**config.mk**
```make
export PLATFORM = sky130hd
export DESIGN_NAME = proj_to_screen
export DESIGN_NICKNAME = d
export VERILOG_FILES = /design/src/rtl/proj_to_screen.sv
export SDC_FILE = /design/constraint.sdc
export NUM_CORES = 1
export LEC_CHECK = 0
export BUFFER_PORTS_ARGS = -buffer_cell sky130_fd_sc_hd__buf_2
export CAP_MARGIN = 20
export CORE_MARGIN = 4
export CORE_UTILIZATION = 54
export DETAILED_ROUTE_END_ITERATION = 8
export PLACE_DENSITY = 0.73
export SLEW_MARGIN = 30
export SYNTH_ARGS = -nofsm -noshare
export SYNTH_HDL_FRONTEND = slang
export SYNTH_SLANG_ARGS = --single-unit
```
**constraint.sdc**
```tcl
create_clock -name clk_in -period 10.1 [get_ports clk_in]
set_input_delay 1.515 -clock clk_in [delete_from_list [all_inputs] [get_ports clk_in]]
set_output_delay 1.515 -clock clk_in [all_outputs]
set_load 0.02 [all_outputs]
```
**src/rtl/proj_to_screen.sv**
```systemverilog
// Float32 projected (x,y) -> integer screen pixel; 2^SCALE_LOG2 viewport scale, shared converter, 4-cycle FSM.
// Holds result under ready_in backpressure; PROJ_SCREEN_CLAMP_EN clamps to the screen instead of wrapping.
module proj_to_screen #(
   parameter int SCREEN_W   = 1280,
   parameter int SCREEN_H   = 720,
   parameter int SCALE_LOG2 = 8,
   parameter int X_W        = 11,
   parameter int Y_W        = 10
) (
   input  logic                clk_in,
   input  logic                rst_n_in,
   input  logic [1:0][31:0]    coor_in,
   input  logic                valid_in,
   output logic                ready_out,
   output logic [X_W-1:0]      x_out,
   output logic [Y_W-1:0]      y_out,
   output logic                offscreen_out,
   output logic                valid_out,
   input  logic                ready_in
);

   typedef enum logic [1:0] {IDLE, CONV_X, CONV_Y, DONE} state_t;

   localparam logic signed [32:0] CX   = 33'(SCREEN_W / 2);
   localparam logic signed [32:0] CY   = 33'(SCREEN_H / 2);
   localparam logic signed [32:0] XMAX = 33'(SCREEN_W - 1);
   localparam logic signed [32:0] YMAX = 33'(SCREEN_H - 1);

   state_t            state, next_state;
   logic [31:0]       xf, yf, ix, conv;
   logic signed [32:0] px, py;
   logic [X_W-1:0]    xs;
   logic [Y_W-1:0]    ys;
   logic              off;

   // Truncating float->int with the viewport scale folded into the exponent; NaN saturates positive.
   function automatic logic [31:0] f2i(input logic [31:0] f);
      logic              s, sat_s;
      logic [7:0]        e;
      logic signed [9:0] eff;
      logic [31:0]       m24, mag;
      s     = f[31];
      e     = f[30:23];
      m24   = {8'd0, 1'b1, f[22:0]};
      eff   = $signed({2'b00, e}) - 10'sd127 + 10'(SCALE_LOG2);
      sat_s = s & ~((e == 8'hFF) && (f[22:0] != 23'd0));
      mag   = (eff <= 10'sd23) ? (m24 >> (5'd23 - eff[4:0])) : (m24 << (eff[4:0] - 5'd23));
      if (e == 8'd0)
         f2i = 32'd0;
      else if ((e == 8'hFF) || (eff > 10'sd30))
         f2i = sat_s ? 32'hC000_0000 : 32'h4000_0000;
      else if (eff < 10'sd0)
         f2i = 32'd0;
      else
         f2i = s ? -mag : mag;
   endfunction

   always_ff @(posedge clk_in or negedge rst_n_in) begin
      if (!rst_n_in)
         state <= IDLE;
      else
         state <= next_state;
   end

   always_comb begin
      next_state = state;
      ready_out  = 1'b0;
      valid_out  = 1'b0;
      case (state)
         IDLE: begin
            ready_out = 1'b1;
            if (valid_in)
               next_state = CONV_X;
         end
         CONV_X: next_state = CONV_Y;
         CONV_Y: next_state = DONE;
         DONE: begin
            valid_out = 1'b1;
            if (ready_in)
               next_state = IDLE;
         end
         default: next_state = IDLE;
      endcase
   end

   assign conv = f2i((state == CONV_X) ? xf : yf);

   // In CONV_Y the converter output is iy; x uses the value registered one cycle earlier.
   always_comb begin
      px  = CX + $signed({ix[31], ix});
      py  = CY - $signed({conv[31], conv});
      off = (px < 33'sd0) || (px > XMAX) || (py < 33'sd0) || (py > YMAX);
`ifdef PROJ_SCREEN_CLAMP_EN
      xs = (px < 33'sd0) ? '0 : ((px > XMAX) ? X_W'(SCREEN_W - 1) : px[X_W-1:0]);
      ys = (py < 33'sd0) ? '0 : ((py > YMAX) ? Y_W'(SCREEN_H - 1) : py[Y_W-1:0]);
`else
      xs = px[X_W-1:0];
      ys = py[Y_W-1:0];
`endif
   end

   always_ff @(posedge clk_in or negedge rst_n_in) begin
      if (!rst_n_in) begin
         xf            <= '0;
         yf            <= '0;
         ix            <= '0;
         x_out         <= '0;
         y_out         <= '0;
         offscreen_out <= 1'b0;
      end else begin
         case (state)
            IDLE: if (valid_in) begin
               xf <= coor_in[1];
               yf <= coor_in[0];
            end
            CONV_X: ix <= conv;
            CONV_Y: begin
               x_out         <= xs;
               y_out         <= ys;
               offscreen_out <= off;
            end
            default: ;
         endcase
      end
   end

endmodule

```
# --- After elaboration in Yosys (flattened, before gate mapping) ---
# Cells that the tools add are included.
totals:
  reg_bits: 120
  input_bits: 68
  wordCells: 53
op_classes:
  n_shift: 2
  addsub: 7
  n_mux: 12
  bitwise_logic: 2
  n_eq_ne: 6
  reduce_logical: 10
  order_cmp: 7
ops:
  columns: ["op", "n"]
  rows:
  - ["32-bit two-way mux", 7]
  - ["33-bit by 1-bit < comparator with 1-bit output (second input constant)", 2]
  - ["11-bit by 32-bit adder with 33-bit output (first input constant)", 1]
  - ["33-bit by 11-bit > comparator with 1-bit output (second input constant)", 1]
  - ["33-bit by 12-bit > comparator with 1-bit output (second input constant)", 1]
  - ["10-bit by 32-bit subtractor with 33-bit output (first input constant)", 1]
  - ["32-bit negator", 1]
  - ["24-bit by 5-bit << shifter with 32-bit output", 1]
  - ["24-bit by 5-bit >> shifter with 32-bit output", 1]
  - ["23-bit nonzero test", 1]
  - ["9-bit by 5-bit adder with 10-bit output (second input constant)", 1]
  - ["10-bit by 6-bit > comparator with 1-bit output (second input constant)", 1]
  - ["10-bit by 6-bit <= comparator with 1-bit output (second input constant)", 1]
  - ["10-bit by 1-bit < comparator with 1-bit output (second input constant)", 1]
  - ["8-bit by 7-bit subtractor with 9-bit output (second input constant)", 1]
  - ["8-bit == test (second input constant)", 1]
  - ["8-bit zero test", 1]
  - ["2-bit one-hot mux with 4 select lines", 1]
  - ["5-bit subtractor (first input constant)", 1]
  - ["5-bit subtractor (second input constant)", 1]
  - ["2-bit == test (second input constant)", 2]
  - ["1-bit logical OR", 4]
  - ["2-bit two-way mux", 2]
  - ["2-bit != test (second input constant)", 2]
  - ["7 further kinds", 9]

# --- Logic depth before layout (Yosys ltp) ---
# Gate-level depths: netlist of the first run.
depth:
  word_depth: 16
  depth_mapped: 39

# --- Worst setup path after synthesis of the first run ---
# Ideal clock, no wire load.
synth_timing:
  path_type: "reg-to-reg"
  from: "reg state[1]"
  to: "reg offscreen_out"
  path_stages_with_launch: 39
  slack_ns: 1.325
  arrival_ns: 8.639
  path_cell_list: "dfrtp_1 -> inv_1 -> ha_1 -> buf_6 -> buf_6 -> buf_2 -> mux2_2 -> buf_2 -> clkbuf_1 -> buf_2 -> ha_1 -> nand4b_1 -> nand3_1 -> nand2_1 -> inv_2 -> clkbuf_1 -> ha_1 -> inv_1 -> [3 not listed] -> o221ai_2 -> nand2_2 -> o31ai_1 -> inv_1 -> ha_1 -> inv_1 -> nand2_1 -> and2_1 -> a2111oi_0 -> o311ai_1 -> a2111oi_1 -> o31a_1 -> buf_2 -> or2_2 -> o31ai_1 -> a2111o_1 -> a221oi_2 -> a31oi_1"
synth_via:
  elab_chain_len: 16
  word_cells_on_any_way: 31
  cone_classes: "add/sub: 6; order compare: 5; eq/ne: 3; shift: 2; mux: 7; bitwise: 2; reduce/logical: 6"
synth_rtl:
  columns: ["item", "line_no", "text"]
  rows:
  - ["start, declared", "29", "state_t state, next_state;"]
  - ["start signal, assigned", "62", "state <= next_state;"]
  - ["2-bit by 1-bit == test with 1-bit output", "86", "assign conv = f2i((state == CONV_X) ? xf : yf);"]
  - ["32-bit two-way mux", "86", null]
  - ["8-bit by 7-bit subtractor with 9-bit output", "45", "eff = $signed({2'b00, e}) - 10'sd127 + 10'(SCALE_LOG2);"]
  - ["9-bit by 5-bit adder with 10-bit output", "45", null]
  - ["5-bit subtractor", "47", "mag = (eff <= 10'sd23) ? (m24 >> (5'd23 - eff[4:0])) : (m24 << (eff[4:0] - 5'd23));"]
  - ["24-bit by 5-bit << shifter with 32-bit output / 24-bit by 5-bit >> shifter with 32-bit output (equally long branches)", "47", null]
  - ["32-bit two-way mux", "47", null]
  - ["32-bit negator", "55", "f2i = s ? -mag : mag;"]
  - ["32-bit two-way mux", "55", null]
  - ["32-bit two-way mux", "52", "else if (eff < 10'sd0)"]
  - ["32-bit two-way mux", "50", "else if ((e == 8'hFF) || (eff > 10'sd30))"]
  - ["32-bit two-way mux", "48", "if (e == 8'd0)"]
  - ["10-bit by 32-bit subtractor with 33-bit output", "91", "py = CY - $signed({conv[31], conv});"]
  - ["33-bit by 1-bit < comparator with 1-bit output", "92", "off = (px < 33'sd0) || (px > XMAX) || (py < 33'sd0) || (py > YMAX);"]
  - ["1-bit logical OR (2 in series)", "92", null]
  - ["end signal, assigned", "109", "offscreen_out <= 1'b0;"]
  - ["end signal, assigned", "120", "offscreen_out <= off;"]
  - ["end, declared", "17", "output logic offscreen_out,"]
# Several ways; a longest one is shown, not always the timed one.
# A chain may end at the register's enable or synchronous reset.

# --- Final worst setup path of the first run ---
# Ends and elaborated chain as after synthesis.

==> results by group, run 1 <==
Cells and area
  • Fin nets: 1519
  • Syn-to-layout area delta: 9.856%
  • Area used by multi-input combinational logic: 0.008469 mm^2
  • Register Area: 0.003003 mm^2
  • Share of post-route cells with drive strength above 1: 23.69%
  • Final core occ: 60.33%
  • # fillers: 1980

Timing
  • Worst Tran Pin Value: 902.3 ps
  • Final setup fails: 0
  • Crit path time final: 9429 ps
  • Slew margin rel.: 39.21%
  • Fmax: 106.1 MHz
  • Final-report hold violation count: 0
  • Fin. max-slew vios: 0
  • RSZ-0062 raised after global routing: no
  • Setup Skew: 18.74 ps
  • Crit share post-route: 93.35%
  • Fin Setup TNS: 0 ps

Placed design
  • DPL Wire Length: 30810 um
  • Gpl congestion: 1.055
  • Port Buffers: 91

Drt
  • Met1 WL: 16400 um
  • Metal2 WL: 18520 um
  • Via count: 12240
  • Drt drc: 0
  • Routed WL: 40740 um
  • Met3 Wirelength: 3739 um
  • DRT Pass-1 Iters: 7
  • Initial drt markers: 1505
  • Via/cell ratio: 7.080
  • Max layer used: met4
  • Routed wire per std cell: 23.56 um
  • Routed Antenna Nets: 0

Worst hold path
  • Min-delay src: y_out[8]$_DFFE_PN0P_
  • Hold Path Class: flip-flop to flip-flop
  • Sink of the worst hold path: y_out[8]$_DFFE_PN0P_
  • WHS Path Cells: 1

Global route
  • Largest net degree at the start of global routing: 65
  • Total Routing Usage GR: 32.59%
  • First-pass GRT wire length: 63600 um
  • Global route overflow: 0
  • Vias in the first global route: 11510
  • Initial antenna violation count: 1

Synth
  • Cell taking the most area after synthesis: dfrtp_1
  • Synthesized cell area: 0.01202 mm^2
  • Synth Area per Inst: 8.624 um^2
  • Seq/Total Area, Yosys: 24.98%
  • Yosys warns: 0
  • EDFF count, synth: 0
  • Ys flop type: dfrtp_1
  • Commonest cells in the netlist: 120 x dfrtp_1, 114 x mux2_2, 111 x nor2_1
  • Post-Syn Nets: 1478
  • Netlist cell types: 101
  • Area contributors post-synth: dfrtp_1 25%, mux2_2 11%, mux4_2 4.1%
  • Most common cell in the netlist: dfrtp_1
  • Register bit total from synthesis: 120
  • Post-synthesis instance total: 1394
  • Post-synth top area share: 24.98%
  • Post-synth ARST share: 100.0%

Setup path
  • R2R cell count: 33
  • CP Capture Type: flip-flop
  • CP max stage delay: 490 ps
  • Reg2reg start: state[1]$_DFFE_PN0P_
  • FF-to-FF setup slack: 670 ps
  • Worst EP arrival: 9720 ps
  • Reg2reg end: offscreen_out$_DFFE_PN0P_
  • Critical Path Fanout Max: 45
  • Worst EP required: 10390 ps
  • Critical path's slowest cell: a21boi_1
  • Critical path class: flip-flop to flip-flop
  • CP Launch Type: flip-flop

CTS
  • Hold_buf cts: 0
  • Clock buffer depth: 2
  • Worst-path clk slew: 70 ps
  • Htree depth: 4
  • Worst-Skew Late Latency: 440 ps
  • Root Driver: clkbuf_16
  • CTS tree: done
  • Num CTS Buffers: 17
  • CTS sink cnt: 120

Die
  • Die span in x: 157.2 um
  • Initial Util: 54.92%
  • Die footprint: 0.02471 mm^2
  • # IOs: 92
  • FP Rows: 54
  • Die H: 157.2 um
  • Core area: 0.02189 mm^2

Flow run
  • Max_cap viols: 0

Run status
  • Status: completed
-- metal layers --
layer | GRT usage (%) | vias to the layer above
met5 | 0 | -
met4 | 14.75 | 0
met3 | 8.166 | 161
met2 | 50.91 | 708
met1 | 42.84 | 5895
li1 | - | 5478
-- worst max path at each step --
stage                         startpoint                   endpoint  slack, ps  cells after the start
detailed placement  state[1]$_DFFE_PN0P_  offscreen_out$_DFFE_PN0P_        670                     32
floorplan           state[1]$_DFFE_PN0P_  offscreen_out$_DFFE_PN0P_       1330                     38
global placement    state[1]$_DFFE_PN0P_  offscreen_out$_DFFE_PN0P_       1000                     32
global route        state[1]$_DFFE_PN0P_  offscreen_out$_DFFE_PN0P_        120                     32
CTS                 state[1]$_DFFE_PN0P_  offscreen_out$_DFFE_PN0P_        610                     32
finish              state[1]$_DFFE_PN0P_  offscreen_out$_DFFE_PN0P_        670                     33
-- flip-flops by register name (all words and copies together), names as in the netlist --
register and cells:
ix 32, xf 32, yf 32, x_out 11
y_out 10, state 2, offscreen_out 1
-- cell families (layout without fill, tap and decap cells) --
| kind of cell | after synthesis | in the layout | synth area share [%] |
|---|---|---|---|
| AO/OA/AOI/OAI | 388 | 388 | 23.83 |
| XOR/XNOR | 37 | 37 | 3.029 |
| adder cells (fa/ha/maj) | 16 | 16 | 1.665 |
| buffers and inverters | 133 | 187 | 4.788 |
| flip-flops | 120 | 120 | 24.98 |
| multiplexers | 185 | 185 | 19.28 |
| other | 0 | 1 | 0 |
| AND/OR/NAND/NOR | 515 | 515 | 22.43 |
-- stage by stage --
step	hold WS, ps	cell area, um^2	worst slack (ps)	cells
floorplan	470.1	12020	1325	1394
detailed placement	492.1	12600	670.5	1695
CTS	506.3	13180	611.7	1727
finish	503.3	13210	671.4	1729
global route	518.1	13210	123.1	1729
global placement	485.5	12600	1003	1695
-- area by class of cell --
type	count	area share [%]
multi-input combinational	1141	64.13
sequential	120	22.74
timing repair buffer	116	4.946
clock buffer	17	3.221
tap	280	2.653
clock inverter	15	1.184
inverter	39	1.108
antenna	1	0.01895
-- critical path, delay by kind of cell (launching register included) --
kind                       cells  cell delay, ps
AOI/OAI and AO/OA             11            3180
and+or+nand+nor               10            2470
buffers and inverters          6            1270
adders and majority gates      4            1240
muxes                          2             710
DFF                            1             410
-- cell usage in the layout, fill, tap and decap left out, types with 15 or more instances in the layout --
cell / count
mux4_2: 22
o21ai_0: 57
buf_4: 25
nand3_1: 72
or2_2: 15
nor3_1: 37
nor4_1: 18
nand4_1: 36
a21oi_1: 55
inv_1: 33
mux2_2: 114
nor2_1: 109
dfrtp_1: 120
nor2b_1: 17
xor2_1: 16
ha_1: 15
a22oi_1: 24
mux2i_1: 43
o211ai_1: 28
and2_1: 36
nand2_1: 85
nand2b_1: 15
clkbuf_16: 17
xnor2_1: 18
buf_2: 90
a31oi_1: 24
o31ai_1: 21
-- timing repair --
action | 4_1_cts | 5_1_grt
gates resized for setup | 0 | 1
setup endpoints to repair | 0 | 1
buffers inserted | 0 | 1
Power of run 1 is not shown: default switching activity piles up to over one toggle a cycle in this logic, so the estimate is an artifact.
==> inputs of run 2 (changes only) <==
--- a/config.mk
+++ b/config.mk
@@ -8,9 +8,9 @@
 export BUFFER_PORTS_ARGS = -buffer_cell sky130_fd_sc_hd__buf_2
 export CAP_MARGIN = 20
 export CORE_MARGIN = 4
-export CORE_UTILIZATION = 54
+export CORE_UTILIZATION = 55
 export DETAILED_ROUTE_END_ITERATION = 8
-export PLACE_DENSITY = 0.73
+export PLACE_DENSITY = 0.74
 export SLEW_MARGIN = 30
 export SYNTH_ARGS = -nofsm -noshare
 export SYNTH_HDL_FRONTEND = slang
==> run 2 against run 1 <==
Critical path depth decreased by 1. Critical path type unchanged. Routed wire length increased by 2.4%. Sequential share of layout area about the same. Final area decreased by 0.15%. Register-to-register slack improved by 160 ps.
==> results by group, run 2 (synthesized netlist as in run 1, its figures left out) <==
Timing
  • Final WS setup: 834.6 ps (+163.2 ps)
  • Setup Skew: 10.70 ps (-8.044 ps)
  • Worst Tran Pin Value: 976.5 ps (+74.15 ps)
  • Fin Setup TNS: 0 ps (unchanged)
  • Final-report hold violation count: 0 (unchanged)
  • Crit share post-route: 91.74% (-1.6 points)
  • Slew margin rel.: 34.34% (-4.9 points)
  • RSZ-0062 raised after global routing: no
  • Crit path time final: 9265 ps (-163.2 ps)
  • Fin. max-slew vios: 0 (unchanged)
  • Final setup fails: 0 (unchanged)
  • Fmax: 107.9 MHz (+1.8%)

Global route
  • Initial antenna violation count: 2 (+1)
  • Vias in the first global route: 11130 (-3.4%)
  • First-pass GRT wire length: 64560 um (+1.5%)
  • Total Routing Usage GR: 33.79% (+1.2 points)
  • Global route overflow: 0 (unchanged)
  • Largest net degree at the start of global routing: 69 (+6.2%)

Setup path
  • CP Capture Type: flip-flop
  • Critical path class: flip-flop to flip-flop
  • Reg2reg start: state[1]$_DFFE_PN0P_
  • Reg2reg end: offscreen_out$_DFFE_PN0P_
  • CP Launch Type: flip-flop
  • Cell mode on critical path: inv_1
  • Critical Path Fanout Max: 42 (-6.7%)
  • Setup crit end: offscreen_out$_DFFE_PN0P_
  • R2R cell count: 32 (-3.0%)
  • Worst EP required: 10400 ps (about the same)
  • Crit path from: state[1]$_DFFE_PN0P_
  • CP max stage delay: 740 ps (+250 ps)
  • FF-to-FF setup slack: 830 ps (+160 ps)
  • Worst EP arrival: 9560 ps (-160 ps)
  • Critical path's slowest cell: a2111oi_1

Die
  • Core area: 0.02129 mm^2 (-2.8%)
  • FP Rows: 53 (-1.9%)
  • Die footprint: 0.02429 mm^2 (-1.7%)
  • Die H: 155.8 um (-0.87%)
  • Initial Util: 56.47% (+1.6 points)
  • # IOs: 92 (unchanged)
  • Die span in x: 155.8 um (-0.87%)

Placed design
  • Pre-CTS WS: 938.9 ps (+268.4 ps)
  • Post-Place Cell Area: 0.01261 mm^2 (about the same)
  • DPL Wire Length: 32070 um (+4.1%)
  • Gpl congestion: 1.086 (+2.9%)
  • Port Buffers: 91 (unchanged)

Cells and area
  • Largest regs: ix: 32 flops, xf: 32 flops, yf: 32 flops
  • Final core occ: 61.95% (+1.6 points)
  • Commonest non-fill, non-tap cell in the layout: dfrtp_1
  • Design Area, Final: 0.01319 mm^2 (-0.15%)
  • Fin nets: 1520 (+0.066%)
  • Most frequent cells in the layout: 120 x dfrtp_1, 114 x mux2_2, 109 x nor2_1
  • Syn-to-layout area delta: 9.690%
  • # diodes: 0 (-1)
  • Share of post-route cells with drive strength above 1: 23.67% (about the same)

Drt
  • Drt drc: 0 (unchanged)
  • Met3 Wirelength: 3953 um (+5.7%)
  • Initial drt markers: 1496 (-0.60%)
  • Via count: 12020 (-1.8%)
  • Via/cell ratio: 6.971 (-1.5%)
  • Metal2 WL: 17940 um (-3.2%)
  • Routed Antenna Nets: 0 (unchanged)
  • Max layer used: met5
  • DRT Pass-1 Iters: 9 (+2)
  • Met1 WL: 18530 um (+13%)
  • Routed WL: 41700 um (+2.4%)
  • Routed wire per std cell: 24.19 um (+2.6%)

CTS
  • Root Driver: clkbuf_16
  • Htree depth: 4 (unchanged)
  • CTS sink cnt: 120 (unchanged)
  • Post-CTS sizing: 0 (unchanged)
  • Num CTS Buffers: 17 (unchanged)
  • Worst-Skew Late Latency: 430 ps (about the same)
  • CTS tree: done
  • Worst-path clk slew: 70 ps (about the same)
  • Clock buffer depth: 2 (unchanged)
  • Hold_buf cts: 0 (unchanged)
  • Post-CTS Setup Inserts: 0 (unchanged)

Flow run
  • Max_cap viols: 0 (unchanged)

Worst hold path
  • Hold Path Class: flip-flop to flip-flop

Run status
  • Status: completed
==> run 2: cell types whose count changed in the layout (fill, tap and decap cells not counted), sizes merged <==
cell / change
buf: +1
bufinv: -1
clkinvlp: +1
diode: -1
==> run 2: how the worst min path moves through the flow <==
| stage | cells after the start | from | slack [ps] | endpoint |
|---|---|---|---|---|
| finish | 1 | xf[3]$_DFFE_PN0P_ | 500 | xf[3]$_DFFE_PN0P_ |
| global route | 1 | y_out[2]$_DFFE_PN0P_ | 520 | y_out[2]$_DFFE_PN0P_ |
| CTS | 1 | xf[3]$_DFFE_PN0P_ | 510 | xf[3]$_DFFE_PN0P_ |
| detailed placement | 1 | y_out[2]$_DFFE_PN0P_ | 490 | y_out[2]$_DFFE_PN0P_ |
| global placement | 1 | x_out[10]$_DFFE_PN0P_ | 490 | x_out[10]$_DFFE_PN0P_ |
| floorplan | 1 | xf[3]$_DFFE_PN0P_ | 470 | xf[3]$_DFFE_PN0P_ |
==> run 2: routing by layer <==
metal | GRT usage, % | vias up
li1 | - | 5480
met1 | 49.34 | 5848
met2 | 50.11 | 607
met3 | 7.601 | 81
met4 | 10.30 | 2
met5 | 0 | -
==> run 2: worst max-delay path: cells and delay by family, from the launching register on <==
| kind | cells | cell delay, ps |
|---|---|---|
| multiplexers | 2 | 700 |
| adder cells (fa/ha/maj) | 4 | 1310 |
| flip-flops | 1 | 400 |
| AND/OR/NAND/NOR | 7 | 1410 |
| AO/OA/AOI/OAI | 12 | 4010 |
| buffers and inverters | 7 | 1220 |
==> run 2: per-stage QoR <==
| stage | std cells | hold slack (ps) |
|---|---|---|
| 4_1_cts | 1724 | 505.6 |
| 6_report | 1724 | 502.2 |
| 3_5_place_dp | 1692 | 490.1 |
| 3_3_place_gp | 1692 | 485.4 |
| 2_1_floorplan | 1394 | 470.1 |
| 5_1_grt | 1724 | 524.2 |
==> run 2: final cells by class <==
cell class | instances | area (um^2)
sequential | 120 | 3003
multi-input combinational | 1141 | 8464
tap | 275 | 344.1
clock inverter | 15 | 150.1
timing repair buffer | 117 | 653.1
clock buffer | 17 | 425.4
inverter | 39 | 146.4
fill | 1890 | 8100
Power of run 2 is left out for the same reason.
